**src/rtl/axi_wr_master_pkg.sv**
```systemverilog
// Shared encodings, FSM state type and command legality check for the AXI3 write initiator.
// No ports; imported by axi_wr_master and axi_wr_master_wbuf.
package axi_wr_master_pkg;

    localparam logic [1:0] BURST_FIXED = 2'b00;
    localparam logic [1:0] BURST_INCR  = 2'b01;
    localparam logic [1:0] BURST_WRAP  = 2'b10;

    localparam logic [1:0] RESP_OKAY   = 2'b00;
    localparam logic [1:0] RESP_EXOKAY = 2'b01;
    localparam logic [1:0] RESP_SLVERR = 2'b10;
    localparam logic [1:0] RESP_DECERR = 2'b11;

    typedef enum logic [2:0] {IDLE, CHECK, XFER, RESP, DONE} state_t;

    // Bit positions inside rsp_flags = {timeout, bid_mismatch, rejected}
    localparam int unsigned FLAG_REJECTED     = 0;
    localparam int unsigned FLAG_BID_MISMATCH = 1;
    localparam int unsigned FLAG_TIMEOUT      = 2;

    // Only the low 12 address bits matter: they decide WRAP alignment and 4KB crossing.
    function automatic logic cmd_legal(input logic [11:0] addr, input logic [3:0] len,
                                       input logic [2:0] size, input logic [1:0] burst,
                                       input int unsigned strb_w);
        logic        ok;
        logic [12:0] nbytes;
        logic [12:0] end_addr;
        logic [11:0] mask;
        ok       = 1'b1;
        nbytes   = ({9'd0, len} + 13'd1) << size;
        end_addr = {1'b0, addr} + nbytes;
        mask     = ~(12'hFFF << size);
        if (burst == 2'b11) ok = 1'b0;
        // 2^size > strb_w is the same as size > log2(strb_w) for power-of-two strb_w
        if ((32'd1 << size) > strb_w) ok = 1'b0;
        if (burst == BURST_WRAP) begin
            if (!(len == 4'd1 || len == 4'd3 || len == 4'd7 || len == 4'd15)) ok = 1'b0;
            if ((addr & mask) != 12'd0) ok = 1'b0;
        end
        if (burst == BURST_INCR && end_addr > 13'd4096) ok = 1'b0;
        return ok;
    endfunction

endpackage

```
**src/rtl/axi_wr_master_wbuf.sv**
```systemverilog
// Single-entry W channel output register with beat counter and WLAST generation.
// Ports: start/len/id arm a burst; wd_* is the local beat stream; W* drive the AXI W channel;
// w_last_hs flags the final WLAST handshake this cycle, w_done holds it until the next start.
module axi_wr_master_wbuf
    import axi_wr_master_pkg::*;
#(
    parameter int unsigned ID_W   = 4,
    parameter int unsigned DATA_W = 32,
    parameter int unsigned STRB_W = DATA_W / 8
) (
    input  logic              clk,
    input  logic              rst,
    input  logic              start,
    input  logic [3:0]        len,
    input  logic [ID_W-1:0]   id,
    input  logic              wd_valid,
    output logic              wd_ready,
    input  logic [DATA_W-1:0] wd_data,
    input  logic [STRB_W-1:0] wd_strb,
    output logic [ID_W-1:0]   WID,
    output logic [DATA_W-1:0] WDATA,
    output logic [STRB_W-1:0] WSTRB,
    output logic              WLAST,
    output logic              WVALID,
    input  logic              WREADY,
    output logic              w_last_hs,
    output logic              w_done
);

    logic [3:0] cnt_q;
    logic       loading_q;   // beats still to be taken from wd_*
    logic       wd_hs;

    // Accept a new beat when the register is empty or is being drained this cycle
    assign wd_ready  = loading_q && (!WVALID || WREADY);
    assign wd_hs     = wd_valid && wd_ready;
    assign w_last_hs = WVALID && WREADY && WLAST;

    always_ff @(posedge clk or posedge rst) begin
        if (rst) begin
            cnt_q     <= '0;
            loading_q <= 1'b0;
            w_done    <= 1'b0;
            WID       <= '0;
            WDATA     <= '0;
            WSTRB     <= '0;
            WLAST     <= 1'b0;
            WVALID    <= 1'b0;
        end else if (start) begin
            cnt_q     <= len;
            loading_q <= 1'b1;
            w_done    <= 1'b0;
        end else begin
            if (wd_hs) begin
                WDATA  <= wd_data;
                WSTRB  <= wd_strb;
                WID    <= id;
                WVALID <= 1'b1;
                WLAST  <= (cnt_q == 4'd0);
                if (cnt_q == 4'd0) loading_q <= 1'b0;
                else               cnt_q     <= cnt_q - 4'd1;
            end else if (WREADY) begin
                WVALID <= 1'b0;
                WLAST  <= 1'b0;
            end
            if (w_last_hs) w_done <= 1'b1;
        end
    end

endmodule

```
**src/rtl/axi_wr_master.sv**
```systemverilog
// AXI3 write-channel initiator: takes one burst command plus its beats, drives AW/W/B and
// returns one response per command; one transaction outstanding at a time.
// Ports: cmd_* command in, wd_* beat stream in, rsp_* response out, AW*/W*/B* AXI3 master side.
module axi_wr_master
    import axi_wr_master_pkg::*;
#(
    parameter int unsigned ID_W      = 4,
    parameter int unsigned ADDR_W    = 32,
    parameter int unsigned DATA_W    = 32,
    parameter int unsigned B_TIMEOUT = 256,
    localparam int unsigned STRB_W   = DATA_W / 8
) (
    input  logic              clk,
    input  logic              rst,
    input  logic              cmd_valid,
    output logic              cmd_ready,
    input  logic [ID_W-1:0]   cmd_id,
    input  logic [ADDR_W-1:0] cmd_addr,
    input  logic [3:0]        cmd_len,
    input  logic [2:0]        cmd_size,
    input  logic [1:0]        cmd_burst,
    input  logic              wd_valid,
    output logic              wd_ready,
    input  logic [DATA_W-1:0] wd_data,
    input  logic [STRB_W-1:0] wd_strb,
    output logic              rsp_valid,
    input  logic              rsp_ready,
    output logic [ID_W-1:0]   rsp_id,
    output logic [1:0]        rsp_resp,
    output logic [2:0]        rsp_flags,
    output logic [ID_W-1:0]   AWID,
    output logic [ADDR_W-1:0] AWADDR,
    output logic [3:0]        AWLEN,
    output logic [2:0]        AWSIZE,
    output logic [1:0]        AWBURST,
    output logic              AWVALID,
    input  logic              AWREADY,
    output logic [ID_W-1:0]   WID,
    output logic [DATA_W-1:0] WDATA,
    output logic [STRB_W-1:0] WSTRB,
    output logic              WLAST,
    output logic              WVALID,
    input  logic              WREADY,
    input  logic [ID_W-1:0]   BID,
    input  logic [1:0]        BRESP,
    input  logic              BVALID,
    output logic              BREADY
);

    localparam int unsigned TMO_W = (B_TIMEOUT > 2) ? $clog2(B_TIMEOUT) : 1;
    localparam logic [TMO_W-1:0] TMO_LAST = TMO_W'((B_TIMEOUT == 0) ? 0 : B_TIMEOUT - 1);

    state_t            state_q, state_d;
    logic [ID_W-1:0]   id_q;
    logic [ADDR_W-1:0] addr_q;
    logic [3:0]        len_q;
    logic [2:0]        size_q;
    logic [1:0]        burst_q;
    logic              aw_done_q;
    logic [TMO_W-1:0]  tmo_q;
    logic              legal, aw_hs, xfer_end, tmo_hit, w_last_hs, w_done, wb_start;

    assign legal    = cmd_legal(addr_q[11:0], len_q, size_q, burst_q, STRB_W);
    assign aw_hs    = AWVALID && AWREADY;
    // Either channel may finish first, or both in the same cycle
    assign xfer_end = (aw_done_q || aw_hs) && (w_done || w_last_hs);
    assign tmo_hit  = (B_TIMEOUT != 0) && (tmo_q == TMO_LAST);
    assign wb_start = (state_q == CHECK) && legal;

    axi_wr_master_wbuf #(
        .ID_W   (ID_W),
        .DATA_W (DATA_W),
        .STRB_W (STRB_W)
    ) u_wbuf (
        .clk       (clk),
        .rst       (rst),
        .start     (wb_start),
        .len       (len_q),
        .id        (id_q),
        .wd_valid  (wd_valid),
        .wd_ready  (wd_ready),
        .wd_data   (wd_data),
        .wd_strb   (wd_strb),
        .WID       (WID),
        .WDATA     (WDATA),
        .WSTRB     (WSTRB),
        .WLAST     (WLAST),
        .WVALID    (WVALID),
        .WREADY    (WREADY),
        .w_last_hs (w_last_hs),
        .w_done    (w_done)
    );

    always_ff @(posedge clk or posedge rst) begin
        if (rst) state_q <= IDLE;
        else     state_q <= state_d;
    end

    always_comb begin
        state_d = state_q;
        unique case (state_q)
            IDLE:    if (cmd_valid) state_d = CHECK;
            CHECK:   state_d = legal ? XFER : DONE;
            XFER:    if (xfer_end) state_d = RESP;
            RESP:    if (BVALID || tmo_hit) state_d = DONE;
            DONE:    if (rsp_ready) state_d = IDLE;
            default: state_d = IDLE;
        endcase
    end

    // cmd_ready stays low while reset is held even though the state is IDLE
    always_comb begin
        cmd_ready = (state_q == IDLE) && !rst;
    end

    always_ff @(posedge clk or posedge rst) begin
        if (rst) begin
            id_q      <= '0;
            addr_q    <= '0;
            len_q     <= '0;
            size_q    <= '0;
            burst_q   <= '0;
            aw_done_q <= 1'b0;
            tmo_q     <= '0;
            AWID      <= '0;
            AWADDR    <= '0;
            AWLEN     <= '0;
            AWSIZE    <= '0;
            AWBURST   <= '0;
            AWVALID   <= 1'b0;
            BREADY    <= 1'b0;
            rsp_valid <= 1'b0;
            rsp_id    <= '0;
            rsp_resp  <= '0;
            rsp_flags <= '0;
        end else begin
            unique case (state_q)
                IDLE: if (cmd_valid) begin
                    id_q    <= cmd_id;
                    addr_q  <= cmd_addr;
                    len_q   <= cmd_len;
                    size_q  <= cmd_size;
                    burst_q <= cmd_burst;
                end
                CHECK: begin
                    if (legal) begin
                        AWID      <= id_q;
                        AWADDR    <= addr_q;
                        AWLEN     <= len_q;
                        AWSIZE    <= size_q;
                        AWBURST   <= burst_q;
                        AWVALID   <= 1'b1;
                        aw_done_q <= 1'b0;
                    end else begin
                        rsp_valid                <= 1'b1;
                        rsp_id                   <= id_q;
                        rsp_resp                 <= RESP_SLVERR;
                        rsp_flags                <= '0;
                        rsp_flags[FLAG_REJECTED] <= 1'b1;
                    end
                end
                XFER: begin
                    if (aw_hs) begin
                        AWVALID   <= 1'b0;
                        aw_done_q <= 1'b1;
                    end
                    if (xfer_end) begin
                        BREADY <= 1'b1;
                        tmo_q  <= '0;
                    end
                end
                RESP: begin
                    tmo_q <= tmo_q + TMO_W'(1);
                    // BVALID wins over a coincident timeout
                    if (BVALID) begin
                        BREADY                       <= 1'b0;
                        rsp_valid                    <= 1'b1;
                        rsp_id                       <= id_q;
                        rsp_resp                     <= BRESP;
                        rsp_flags                    <= '0;
                        rsp_flags[FLAG_BID_MISMATCH] <= (BID != id_q);
                    end else if (tmo_hit) begin
                        BREADY                  <= 1'b0;
                        rsp_valid               <= 1'b1;
                        rsp_id                  <= id_q;
                        rsp_resp                <= RESP_SLVERR;
                        rsp_flags               <= '0;
                        rsp_flags[FLAG_TIMEOUT] <= 1'b1;
                    end
                end
                DONE: if (rsp_ready) rsp_valid <= 1'b0;
                default: ;
            endcase
        end
    end

endmodule

```
**config.mk**
```make
export PLATFORM = sky130hd
export DESIGN_NAME = axi_wr_master
export DESIGN_NICKNAME = d
export VERILOG_FILES = /design/src/rtl/axi_wr_master_pkg.sv /design/src/rtl/axi_wr_master_wbuf.sv /design/src/rtl/axi_wr_master.sv
export SDC_FILE = /design/constraint.sdc
export NUM_CORES = 1
export LEC_CHECK = 0
export ABC_AREA = 1
export ABC_CLOCK_PERIOD_IN_PS = 7290
export BUFFER_PORTS_ARGS = -buffer_cell sky130_fd_sc_hd__buf_2
export CORE_MARGIN = 5
export CORE_UTILIZATION = 40
export CTS_CLUSTER_DIAMETER = 50
export CTS_CLUSTER_SIZE = 30
export DETAILED_ROUTE_END_ITERATION = 8
export SYNTH_ARGS = -nofsm -noshare
export SYNTH_HDL_FRONTEND = slang
export SYNTH_SLANG_ARGS = --single-unit
```
**constraint.sdc**
```tcl
create_clock -name clk -period 7.29 [get_ports clk]
set_input_delay 0.729 -clock clk [delete_from_list [all_inputs] [get_ports clk]]
set_output_delay 0.729 -clock clk [all_outputs]
set_load 0.005 [all_outputs]
```
==> After elaboration in Yosys (flattened, before gate mapping) <==
Index checks and enable logic that the tools add are counted.
{ "totals": {"out_inout_bits": 101, "reg_bits": 162, "input_bits": 95, "wordCells": 154} }
{ "op_classes": {"addsub": 4, "bitwise": 3, "mux": 52, "magnitude_cmp": 2, "eq_ne": 22, "n_reduce_logical": 41, "shift": 3} }
{ "op_table": {"columns": ["cell", "n"], "rows": [
  ["32-bit by 3-bit greater-than comparator with 1-bit output (second input constant)", 1],
  ["1-bit by 3-bit << shifter with 32-bit output (first input constant)", 1],
  ["1-bit two-way mux", 25],
  ["3-bit two-way mux", 8],
  ["4-bit two-way mux", 6],
  ["8-bit case mux with 2 select lines", 1],
  ["3-bit case mux with 5 select lines", 1],
  ["2-bit != test (second input constant)", 7],
  ["2-bit AND reduction", 7],
  ["2-bit nonzero test", 7],
  ["12-bit by 13-bit adder with 13-bit output", 1],
  ["13-bit greater-than comparator (second input constant)", 1],
  ["5-bit by 3-bit << shifter with 13-bit output", 1],
  ["12-bit bitwise AND", 1],
  ["12-bit NOT", 1],
  ["12-bit nonzero test", 1],
  ["12-bit by 3-bit << shifter with 12-bit output (first input constant)", 1],
  ["1-bit logical AND", 9],
  ["3-bit AND reduction", 3],
  ["8-bit by 1-bit adder with 8-bit output (second input constant)", 1],
  ["8-bit == test (second input constant)", 1],
  ["8-bit two-way mux", 1],
  ["4-bit case mux with 2 select lines", 1],
  ["4-bit AND reduction", 2],
  ["25 further kinds", 38]
]} }

==> Longest topological paths before layout <==
{ "logic_depth": {"word_depth": 11, "ltp_mapped": 24} }

==> By module <==
A second synthesis with hierarchy kept.
{ "hier_totals": {"hier_cells": 881, "area_unflattened_um2": 7563.5} }
{ "by_module_without_submodules": {"columns": ["module", "seq_area_each_um2", "cells_per_inst", "area_per_inst_um2", "n_inst"], "rows": [
  ["axi_wr_master", 2852.7, 650, 5541.6, 1],
  ["axi_wr_master_wbuf", 1201.2, 231, 2021.9, 1]
]} }

==> Least setup slack after synthesis <==
OpenSTA, ideal clock, no wires.
{ "synth_timing": {"path_type": "flip-flop to flip-flop", "start": "register size_q[0]", "end": "register rsp_resp[1]", "synth_period_minus_slack_ns": 3.082, "t_required_ns": 7.173, "t_arrival_ns": 2.965, "setup_slack_ns": 4.208, "stages_incl_launch_ff": 19, "cell_sequence": "dfrtp_1 > clkbuf_1 > or2_2 > nor3_1 > ha_1 > fa_1 > or2_2 > nor2_1 > nand3_1 > nor2_1 > nand3_1 > nor2_1 > nand3_1 > nand2_1 > nand3_4 > buf_6 > buf_6 > nand4_1 > nand2_1"} }
{ "synth_via": {"elab_chain_cells": 9} }
{ "synth_lines": {"columns": ["item", "line", "source"], "rows": [
  ["start, declared", "axi_wr_master.sv:57", "logic [2:0] size_q;"],
  ["start signal, assigned", "axi_wr_master.sv:142", "size_q <= cmd_size;"],
  ["parallel branches: the longest is 6 deep, another holds 12-bit by 13-bit adder with 13-bit output", null, null],
  ["1-bit two-way mux *", "axi_wr_master_pkg.sv:40", "if (burst == BURST_INCR && end_addr > 13'd4096) ok = 1'b0;"],
  ["2-bit != test (no source line) *", null, null],
  ["3-bit AND reduction (no source line) *", null, null],
  ["end signal, assigned", "axi_wr_master.sv:134", "rsp_resp <= '0;"],
  ["end signal, assigned", "axi_wr_master.sv:157", "rsp_resp <= RESP_SLVERR;"],
  ["end signal, assigned", "axi_wr_master.sv:179", "rsp_resp <= BRESP;"],
  ["end, declared", "axi_wr_master.sv:29", "output logic [1:0] rsp_resp,"]
]} }
Every way passes the cells marked *.
A chain may end at the register's enable or synchronous reset.

==> Worst setup path in the final report <==
{ "layout_timing": {"start": "register len_q[0]", "end": "register u_wbuf.cnt_q[0]"} }
{ "layout_via": {"elab_chain_cells": 11} }
{ "layout_lines": {"columns": ["item", "line", "source"], "rows": [
  ["start, declared", "axi_wr_master.sv:56", "logic [3:0] len_q;"],
  ["start signal, assigned", "axi_wr_master.sv:141", "len_q <= cmd_len;"],
  ["parallel branches: the longest is 11 deep, another holds 12-bit by 13-bit adder with 13-bit output", null, null],
  ["end signal, assigned", "axi_wr_master_wbuf.sv:50", "cnt_q <= len;"],
  ["end signal, assigned", "axi_wr_master_wbuf.sv:61", "else cnt_q <= cnt_q - 4'd1;"],
  ["end, declared", "axi_wr_master_wbuf.sv:30", "logic [3:0] cnt_q;"]
]} }
Parallel ways; which one is timed is not known.

==> flow_summary_export.csv <==
group,metric,value,unit
detailed_routing,highest_layer,"met5",
synth,synth_nets,1013,
critical_path,r2r_start,"len_q[0]",
run,max_cap_violations,0,
cts,path_clk_slew,0.07,ns
synth,ys_top_cells_by_area,"dfrtp_1, nand2_1, nand3_1",
synth,ys_types,35,
critical_path,cp-endpoint,"u_wbuf.cnt_q[0]",
placed_design,portBuffers,195,
sta,finalSetupViolCount,0,
cts,cts.repair.resized,0,
layout,multi_input_area,2960,sq um
layout,syn2layout_area_growth,22.8,%
floorplan,rows,50,
synth,synth_edf_count,0,
sta,hold_viol,0,
detailed_routing,wl_per_cell,14.7,um
floorplan,die_x,147,um
cts,cts_tree,"yes",
sta,fin_crit_sh,62.6,%
global_routing,grt_max_degree,101,
synth,seq_area_frac_synth,53.7,%
detailed_routing,num_vias,6428,
floorplan,die-area,21700,sq um
layout,num_antenna_cells,0,
cts,post-cts-setup-buffers,0,
global_routing,antenna_found_initial,1,
layout,regArea,4050,sq um
power_and_ir_drop,p_leak,5.20,nW
cts,htreeDepth,4,
synth,synth_cells,900,
power_and_ir_drop,pwr_density_cell,479,nW/um^2
synth,synth.avg_cell_area,8.39,sq um
sta,min_period,4.56,ns
power_and_ir_drop,total_power,4.45,mW
synth,synth_area,7550,sq um
sta,tightestPinTransition,0.916,ns
synth,ys_ff_latch,162,
critical_path,end_kind,"register",
critical_path,critPathLaunch,"len_q[0]",
global_routing,grt-ovfl-total,0,
min_path,min_path_type,"register to register",
critical_path,critPathMaxFanout,81,
critical_path,crit_required,7.59,ns
detailed_routing,ant_nets,0,
critical_path,crit_top_cell,"nand2_1",
cts,clk_latency,0.43,ns
sta,rsz0062_at_grt,"no",
detailed_routing,wl_met3,1330,um
synth,synth_largest_area_cell,"dfrtp_1",
floorplan,fp.coreArea,18600,sq um
layout,final_core_util,49.8,%
floorplan,io_pins,196,
placed_design,dp_hpwl,13900,um
power_and_ir_drop,ir_drop,232,uV
detailed_routing,wirelength,19500,um
synth,synthArstFlopShare,100,%
synth,netlist.area_leader.share,53.7,%
critical_path,cpMaxStageDelayCell,"buf_4",
critical_path,cp-start-kind,"register",
floorplan,die_h,147,um
synth,synth.most_common_cell,"nand2_1",
run_status,run_status,"finished clean",
sta,fin_skew,0.0132,ns
detailed_routing,viasPerCell,4.84,
synth,yosysWarnings,0,
layout,drive_above_1_share,23.4,%
sta,holdWs,0.456,ns
global_routing,first_global_vias,6221,
global_routing,grt_use_total,18.3,%
layout,finalNetCount,1194,
detailed_routing,drt_iter0_markers,361,
global_routing,grt_first_pass_wirelength,32100,um
synth,synth_common_cells,"nand2_1, dfrtp_1, inv_1",
cts,numCtsBuffers,17,
placed_design,routabilityCongestion,0.872,
cts,cts.sinks,162,
sta,finalSetupTns,0,ns
critical_path,worst_path_largest_cell_delay,0.69,ns
sta,drv_slew,0,
detailed_routing,wl_met2,8850,um
cts,postCtsHoldBufs,0,
detailed_routing,wl_met1,8990,um
sta,max_freq,0.219,GHz
critical_path,timing.rr.end,"u_wbuf.cnt_q[0]",
synth,ys.flop_type,"dfrtp_1",
cts,cts_root_buf,"clkbuf_16",
floorplan,start_util,40.5,%
detailed_routing,drc,0,
cts,clockBufferDepth,2,
critical_path,r2r_cells,23,
critical_path,crit_arrival,4.86,ns
sta,slew_headroom,38.9,%
layout,fillers,1826,
detailed_routing,drt_first_pass_iters,5,
critical_path,critical_path.cell_chain,"ha_1, xor2_1, nand2_1, o21ai_0, o21ai_0, o22ai_1, ha_1, nand2_1, inv_1, nand2_1, nand2_1, nand2_1, nand3_1, nand3_1, nand2_1, nand3_1, inv_1, nand2_1, nand3_4, buf_4, inv_2, nand2_1, o21ai_0",
critical_path,reg2reg_slack,2.73,ns
critical_path,path_class,"register to register",
[registers in the layout, summed over array words and instances, names as in the netlist, 2 cells and up]
name / count
AWADDR: 32
addr_q: 32
u_wbuf.WDATA: 32
tmo_q: 8
AWID: 4
AWLEN: 4
id_q: 4
len_q: 4
rsp_id: 4
u_wbuf.WID: 4
u_wbuf.WSTRB: 4
u_wbuf.cnt_q: 4
AWSIZE: 3
rsp_flags: 3
size_q: 3
state_q: 3
AWBURST: 2
burst_q: 2
rsp_resp: 2
[power breakdown]
part	switching [mW]	internal (mW)	leakage, nW
Combinational	1.18	0.754	2.92
Sequential	0.256	1.31	1.98
Clock	0.385	0.565	0.304
[routing by layer]
metal	GRT usage [%]	vias to the layer above
li1	-	3232
met4	5.96	2
met1	25.1	2969
met3	4.63	25
met2	28.4	200
met5	0	-
[area by class of cell]
type                            count  share of cell area, %
Tap cell                          234                   3.16
Clock inverter                     13                   1.86
Clock buffer                       19                   4.88
Timing Repair Buffer              198                   10.8
Multi-Input combinational cell    611                   31.9
Sequential cell                   162                   43.7
Inverter                           91                   3.74
[metrics by stage]
| stage | worst slack (ns) | instances | area, sq um |
|---|---|---|---|
| 6_report | 2.73 | 1328 | 9280 |
| 5_1_grt | 2.19 | 1328 | 9280 |
| 4_1_cts | 2.73 | 1328 | 9280 |
| 3_5_place_dp | 2.77 | 1296 | 8650 |
| 3_3_place_gp | 2.80 | 1296 | 8650 |
| 2_1_floorplan | 2.18 | 900 | 7550 |
[cells by family (layout without fill, tap and decap cells)]
kind of cell               count (synthesis)  count (layout)  share of synthesized area (%)
and+or+nand+nor                          456             456                           24.9
DFF                                      162             162                           53.7
buffers and inverters                    127             321                           7.29
AOI/OAI and AO/OA                        113             113                           7.84
adders and majority gates                 18              18                           3.08
muxes                                     14              14                           2.09
xor gates and xnor gates                  10              10                           1.16
[placed cells by master, fill, tap and decap left out, types with 3 or more instances in the layout]
cell type / netlist / layout
nand4_1: 10 / 10
nand2_1: 293 / 293
nor2_1: 70 / 70
bufinv_16: 0 / 3
o21ai_0: 57 / 57
inv_1: 87 / 86
mux2_2: 14 / 14
nor3_1: 8 / 8
buf_2: 11 / 195
buf_4: 2 / 3
a21oi_1: 45 / 45
xor2_1: 9 / 9
clkbuf_16: 0 / 17
or2_2: 3 / 3
nand3_1: 66 / 65
ha_1: 17 / 17
inv_6: 0 / 4
dfrtp_1: 162 / 162
o22ai_1: 3 / 3
[worst max-delay path, delay by kind of cell (launching register included)]
family | cells | cell delay [ns]
and+or+nand+nor | 12 | 1.31
DFF | 1 | 0.44
buffers and inverters | 4 | 1.16
xor gates and xnor gates | 1 | 0.16
AOI/OAI and AO/OA | 4 | 0.62
adders and majority gates | 2 | 0.68
[how the worst min path moves through the flow]
| stage | start | endpoint | slack [ns] | depth (start not counted) |
|---|---|---|---|---|
| 2_1_floorplan | addr_q[18] | AWADDR[18] | 0.44 | 2 |
| 3_3_place_gp | addr_q[24] | AWADDR[24] | 0.44 | 2 |
| 3_5_place_dp | addr_q[18] | AWADDR[18] | 0.44 | 2 |
| 4_1_cts | addr_q[18] | AWADDR[18] | 0.46 | 2 |
| 5_1_grt | addr_q[18] | AWADDR[18] | 0.47 | 2 |
| 6_report | addr_q[18] | AWADDR[18] | 0.46 | 2 |
(Power assumes the default switching activity.)
